[src/rtl/ext_pkg.sv]
// Shared encodings for the extension pipeline: extop mode codes and the
// occupancy states of the output/skid storage pair.
package ext_pkg;

   localparam logic [2:0] EXT_ZERO = 3'd0;
   localparam logic [2:0] EXT_SIGN = 3'd1;
   localparam logic [2:0] EXT_LUI  = 3'd2;
   localparam logic [2:0] EXT_BR   = 3'd3;
   localparam logic [2:0] EXT_LB   = 3'd4;
   localparam logic [2:0] EXT_LBU  = 3'd5;
   localparam logic [2:0] EXT_LH   = 3'd6;
   localparam logic [2:0] EXT_LHU  = 3'd7;

   typedef enum logic [1:0] {
      ST_EMPTY = 2'd0,
      ST_ONE   = 2'd1,
      ST_TWO   = 2'd2
   } state_t;

endpackage

[src/rtl/ext_core.sv]
// Combinational extender: immediate zero/sign/lui/branch extension and
// little-endian byte/half lane selection of load data.
module ext_core
   import ext_pkg::*;
#(
   parameter int IMM_W  = 16,
   parameter int DATA_W = 32,
   parameter int LANE_W = $clog2(DATA_W / 8)
) (
   input  logic [IMM_W-1:0]  in_imm,
   input  logic [DATA_W-1:0] in_data,
   input  logic [LANE_W-1:0] in_addr,
   input  logic [2:0]        in_extop,
   output logic [DATA_W-1:0] result,
   output logic              err
);

   localparam int NUM_B = DATA_W / 8;
   localparam int NUM_H = DATA_W / 16;

   logic [7:0]        lane_b [NUM_B];
   logic [15:0]       lane_h [NUM_H];
   logic [7:0]        sel_b;
   logic [15:0]       sel_h;
   logic [DATA_W-1:0] imm_sext;

   genvar gi;
   generate
      for (gi = 0; gi < NUM_B; gi++) begin : g_byte
         assign lane_b[gi] = in_data[gi*8 +: 8];
      end
      for (gi = 0; gi < NUM_H; gi++) begin : g_half
         assign lane_h[gi] = in_data[gi*16 +: 16];
      end
   endgenerate

   assign sel_b    = lane_b[in_addr];
   assign sel_h    = lane_h[in_addr[LANE_W-1:1]];
   assign imm_sext = {{(DATA_W-IMM_W){in_imm[IMM_W-1]}}, in_imm};

   always_comb begin
      result = '0;
      err    = 1'b0;
      case (in_extop)
         EXT_ZERO: result = {{(DATA_W-IMM_W){1'b0}}, in_imm};
         EXT_SIGN: result = imm_sext;
         EXT_LUI:  result = {in_imm, {(DATA_W-IMM_W){1'b0}}};
         EXT_BR:   result = imm_sext << 2;
         EXT_LB:   result = {{(DATA_W-8){sel_b[7]}}, sel_b};
         EXT_LBU:  result = {{(DATA_W-8){1'b0}}, sel_b};
         EXT_LH, EXT_LHU: begin
            // Odd byte address cannot hold a half-word: flag it, return zero.
            if (in_addr[0]) begin
               err = 1'b1;
            end else begin
               result = {{(DATA_W-16){(in_extop == EXT_LH) & sel_h[15]}}, sel_h};
            end
         end
         default: result = '0;
      endcase
   end

endmodule

[src/rtl/ext_pipe.sv]
// Registered extension stage with a one-entry skid buffer; results are
// computed at the input and stored pre-extended in FIFO order.
module ext_pipe
   import ext_pkg::*;
#(
   parameter int IMM_W  = 16,
   parameter int DATA_W = 32,
   parameter int LANE_W = $clog2(DATA_W / 8)
) (
   input  logic              clk,
   input  logic              rst_n,
   input  logic              flush,
   input  logic              in_valid,
   output logic              in_ready,
   input  logic [IMM_W-1:0]  in_imm,
   input  logic [DATA_W-1:0] in_data,
   input  logic [LANE_W-1:0] in_addr,
   input  logic [2:0]        in_extop,
   output logic              out_valid,
   input  logic              out_ready,
   output logic [DATA_W-1:0] ext_out,
   output logic              out_err
);

   state_t            state_reg;
   logic [DATA_W-1:0] out_data_reg;
   logic              out_err_reg;
   logic [DATA_W-1:0] skid_data_reg;
   logic              skid_err_reg;
   logic [DATA_W-1:0] core_result;
   logic              core_err;
   logic              accept;
   logic              drain;

   ext_core #(
      .IMM_W (IMM_W),
      .DATA_W(DATA_W),
      .LANE_W(LANE_W)
   ) u_core (
      .in_imm  (in_imm),
      .in_data (in_data),
      .in_addr (in_addr),
      .in_extop(in_extop),
      .result  (core_result),
      .err     (core_err)
   );

   // Handshake flags depend only on the state register, never on out_ready.
   assign in_ready  = (state_reg != ST_TWO);
   assign out_valid = (state_reg != ST_EMPTY);
   assign ext_out   = out_data_reg;
   assign out_err   = out_err_reg;

   assign accept = in_valid & in_ready;
   assign drain  = out_valid & out_ready;

   always_ff @(posedge clk or negedge rst_n) begin
      if (!rst_n) begin
         state_reg     <= ST_EMPTY;
         out_data_reg  <= '0;
         out_err_reg   <= 1'b0;
         skid_data_reg <= '0;
         skid_err_reg  <= 1'b0;
      end else if (flush) begin
         state_reg <= ST_EMPTY;
      end else begin
         case (state_reg)
            ST_EMPTY: begin
               if (accept) begin
                  out_data_reg <= core_result;
                  out_err_reg  <= core_err;
                  state_reg    <= ST_ONE;
               end
            end
            ST_ONE: begin
               if (accept && drain) begin
                  out_data_reg <= core_result;
                  out_err_reg  <= core_err;
               end else if (accept) begin
                  skid_data_reg <= core_result;
                  skid_err_reg  <= core_err;
                  state_reg     <= ST_TWO;
               end else if (drain) begin
                  state_reg <= ST_EMPTY;
               end
            end
            ST_TWO: begin
               if (drain) begin
                  out_data_reg <= skid_data_reg;
                  out_err_reg  <= skid_err_reg;
                  state_reg    <= ST_ONE;
               end
            end
            default: state_reg <= ST_EMPTY;
         endcase
      end
   end

endmodule

[config.mk]
export PLATFORM = sky130hd
export DESIGN_NAME = ext_pipe
export DESIGN_NICKNAME = d
export VERILOG_FILES = /design/src/rtl/ext_pkg.sv /design/src/rtl/ext_core.sv /design/src/rtl/ext_pipe.sv
export SDC_FILE = /design/constraint.sdc
export NUM_CORES = 1
export LEC_CHECK = 0
export CAP_MARGIN = 10
export CORE_UTILIZATION = 58
export CTS_BUF_LIST = sky130_fd_sc_hd__clkbuf_16
export DETAILED_ROUTE_END_ITERATION = 6
export DONT_BUFFER_PORTS = 1
export GPL_ROUTABILITY_DRIVEN = 0
export GPL_TIMING_DRIVEN = 0
export PLACE_DENSITY = 0.8
export SYNTH_ARGS = -nofsm -noshare
export SYNTH_HDL_FRONTEND = slang
export SYNTH_HIERARCHICAL = 1
export SYNTH_SLANG_ARGS = --single-unit
[constraint.sdc]
create_clock -name clk -period 1.5 [get_ports clk]
set_input_delay 0.3 -clock clk [delete_from_list [all_inputs] [get_ports clk]]
set_output_delay 0.3 -clock clk [all_outputs]
set_load 0.03 [all_outputs]
==> results by stage <==
Outcome:
- The run finished, with violations left.
- The checks that failed: design-rule violations, negative hold slack, negative setup slack.

Route:
- The total via count in the routed design is 3466.
- The final antenna-violating net count is 0.
- In the final routed layout, each cell accounts on average for 24.16 µm.
- In this run, the number of DRC markers left after iteration 0 of detailed routing was 511.
- The total iterations of the first detailed-routing run is 7.
- The final layout contains routed wiring with a total length of 12320 µm.
- The detailed-route vias per instance is 6.796.
- The DRC violation count after routing is 9.

Critical path:
- The cell type of the slowest stage on the worst timing path is sky130_fd_sc_hd__a222oi_1.
- Tracing the worst setup path back leads to its startpoint at in_extop[2].
- Of all nets on the critical path, the largest fanout is 8.
- The endpoint kind of the worst setup timing path is a flip-flop.
- The number of buffers and inverters on the critical path is 3.
- Counting buffers and inverters, the worst setup path is 9 cells deep.
- The origin of the critical flop-to-flop path is state_reg[0].
- Counting cells, the worst reg-to-reg path comes to 5.
- The worst setup path is launched from a primary input.
- By startpoint and endpoint, the worst setup path is classified as in -> reg.
- Traced cell by cell, the critical path runs through buf_12 -> and3b_2 -> a222oi_1 -> buf_4 -> clkbuf_16 -> o22ai_4 -> nand2_1 -> nand2_1 -> mux2_4.
- The cell class contributing the biggest share of worst-path delay is buffers and inverters.
- For the worst setup path, the data arrival time is 1.87 ns.
- On the worst path, the slowest cell contributes a delay of 0.35 ns.
- The most prevalent standard cell on the critical path is sky130_fd_sc_hd__nand2_1.
- The worst path required time is 1.72 ns.

Floorplanning:
- The die covers 0.007158 mm².
- The height of the chip is 84.61 µm.
- The die is 84.61 µm wide.
- The site row count is 29.
- The total area inside the core boundary comes to 0.006459 mm².
- The top-level I/O count is 93.
- The initial standard-cell utilization of the core is 61.27%.

Power:
- The internal power of the cells totals 4.342 mW.
- Summed over all cells, the static leakage comes to 2.399 nW.
- The clock network burns 32.8% of the power.
- The worst-case IR drop observed on VDD is 883.9 µV.
- Net switching is 31.57% of the power.
- The combinational group share of total power is 21.1%.
- Sequential cells burn 46.0% of the power.
- The areal power density over the cells is 1245 mW/mm².
- In this run the power spent charging and discharging nets is 2.003 mW.

STA:
- Derived from the worst setup path, the maximum achievable clock frequency is 604.2 MHz.
- The minimum clock period after layout is 1.655 ns.
- Setup repair after global routing could not meet its margin everywhere.
- Across the routed clock network, the largest skew measured is 0.004927 ns.
- The max-slew violation count is 0.
- At the pin with the least slew margin, the transition time is 1.035 ns.
- The final number of hold-violating endpoints is 68.
- The number of endpoints failing setup at the final stage is 65.
- Once routing completed, OpenROAD measured the worst setup slack at -0.1552 ns.
- The worst relative slew slack is 30.97%.
- The part of the cycle the worst path needs is 110.3%.
- Hold timing on the final database bottoms out at a slack of -0.3412 ns.

Clocking:
- In this run the deepest clock path goes through 2 buffers.
- The clock network latency to the later pin of the worst-skew pair is 0.33 ns.
- The clock root buffer is sky130_fd_sc_hd__clkbuf_16.
- After clock tree synthesis, the clock-pin slew on the worst setup and hold paths is 0.06 ns.
- The H-tree was split into 3 levels.
- Clock tree synthesis found a total of 68 sinks.
- The CTS tree is yes.
- Clock tree synthesis inserted a total of 9 buffers.

Final layout:
- The area of the multi-input gates is 0.002367 mm².
- The final core utilization is 78.88%.
- The layout has 383 filler cells.
- The number of diodes is 0.
- The share of cells above drive strength 1 is 37.18%.
- The area added between synthesis and finish is 28.74%.
- The total area of sequential cells is 0.001704 mm².
- The final-stage net count is 486.

Logic synthesis:
- The xor/xnor cell area share of the yosys netlist is 0%.
- The mapped netlist covers 0.003958 mm².
- After Yosys synthesis, and, or, nand and nor cells account for 14.73% of the synthesized area.
- The synthesized netlist devotes 0% of its cell area to adder and majority cells.
- The complex-gate fraction of the synthesized area is 13.47%.
- Synthesis handed over a netlist of 394 instances.
- The average cell area after synthesis is 10.04 µm².
- The largest family of logic cells by synthesized area is multiplexers.
- Counting flops with an async set or reset pin after synthesis yields a share of 100.0%.
- The leading area contributor after synthesis is sky130_fd_sc_hd__dfrtp_1.
- The register bit total from synthesis is 68.
- The sequential area share after synthesis is 43.00%.
- The top flip-flop cell by instance count after synthesis is sky130_fd_sc_hd__dfrtp_1.
- sky130_fd_sc_hd__nand2_1 is the most common cell in the netlist.
- Counting every net in the synthesized netlist gives 452.
- The count of synthesis-stage warnings from yosys is 6.
- The multiplexer share of the synthesized area is 23.90%.
- Sorting the synthesized cells by area gives the leading types as sky130_fd_sc_hd__dfrtp_1, sky130_fd_sc_hd__mux2_2, sky130_fd_sc_hd__nand2_1.
- The netlist uses 41 different library cells.
- Of the post-synthesis cell area, the dominant cell type holds 43.00%.
- Counting instances in the post-synthesis netlist gives the leading cell types as sky130_fd_sc_hd__nand2_1, sky130_fd_sc_hd__dfrtp_1, sky130_fd_sc_hd__mux2_2.
- The number of synthesized flops with an enable pin is 0.

Global route:
- The remaining global-route overflow is 0.
- The initial antenna violation count is 0.
- Global routing used 32.64% of the available tracks across all layers.
- The global-route wire length before repair is 17730 µm.
- The via count of the first global-routing pass is 3371.
- The maximum number of pins on one net before global-route repair is 69.

Placed design:
- The HPWL after detailed placement is 7051 µm.
- Port buffering added 0 buffers.

Job:
- Across the run, the number of max-cap violations was 0.

Worst hold path:
- The tightest min-delay check is of the in -> async type.
layer usage:
metal  vias to the layer above  global-route usage [%]  share of wire, %
met5                         -                       0                 0
met4                         0                   12.33               4.0
met3                        62                   13.27                11
met2                       236                   53.22                48
met1                      1694                   38.88                37
li1                       1474                       -                 -
cell usage in the layout, fill, tap and decap left out, types with 8 or more instances in the layout:
cell type                   Yosys  routed
sky130_fd_sc_hd__buf_4          0      14
sky130_fd_sc_hd__mux2_2        67      24
sky130_fd_sc_hd__a22oi_1       10       9
sky130_fd_sc_hd__clkbuf_1      14      10
sky130_fd_sc_hd__nand2_1      109     108
sky130_fd_sc_hd__mux2_4         0      52
sky130_fd_sc_hd__o221ai_1       9       8
sky130_fd_sc_hd__buf_12         0      10
sky130_fd_sc_hd__clkbuf_16      0      15
sky130_fd_sc_hd__a31oi_1       13      13
sky130_fd_sc_hd__mux2i_1        9       8
sky130_fd_sc_hd__dfrtp_1       68      66
power by group through the flow:
stage / sequential (mW) / combinational (mW) / clock (mW)
floorplan: 2.84 / 0.833 / 0
global placement: 2.89 / 0.941 / 0
detailed placement: 2.92 / 0.981 / 0
CTS: 2.90 / 1.13 / 2.10
global route: 2.96 / 1.43 / 2.18
finish: 2.92 / 1.34 / 2.08
repair_timing:
action | CTS | global route
setup endpoints to repair | 68 | 68
endpoints found under the hold margin | 68 | 68
cloned | 2 | 6
resized for setup | 39 | 48
buffers inserted | 9 | 7
pin swaps | 2 | 19
stage by stage:
| step | TNS (ns) | total power [mW] | worst slack (ns) | cells | instance area [µm²] |
|---|---|---|---|---|---|
| after floorplan | -15.39 | 3.674 | -0.4879 | 394 | 4048 |
| after global placement | -30.42 | 3.833 | -0.8027 | 471 | 4144 |
| after detailed placement | -32.02 | 3.899 | -0.8236 | 471 | 4144 |
| after CTS | -5.226 | 6.119 | -0.1180 | 498 | 4711 |
| after global routing | -9.607 | 6.570 | -0.2317 | 510 | 5095 |
| final | -6.793 | 6.345 | -0.1552 | 510 | 5095 |
logic make-up (layout without fill, tap and decap cells):
kind of cell / Yosys count / after routing
and+or+nand+nor: 133 / 133
muxes: 85 / 85
AOI/OAI and AO/OA: 75 / 75
DFF: 68 / 68
buffers and inverters: 33 / 72
final timing paths:
path | end | slack [ns]
hold reg to reg | skid_data_reg[12] | 0.51
setup reg to reg | ext_out[23] | -0.15
max in group asynchronous | state_reg[1] | 1.74
min in group clk | state_reg[0] | 0.02
hold / removal | ext_out[10] | -0.34
setup / recovery | ext_out[17] | -0.16
cell type report:
| class | instances | area share, % |
|---|---|---|
| Tap cell | 77 | 1.891 |
| Clock buffer | 9 | 4.420 |
| Inverter | 3 | 0.3193 |
| Timing Repair Buffer | 24 | 6.729 |
| Buffer | 29 | 5.403 |
| Multi-Input combinational cell | 293 | 46.46 |
| Clock inverter | 7 | 1.326 |
| Sequential cell | 68 | 33.45 |
Note: power is estimated with default switching activity, not from simulation.
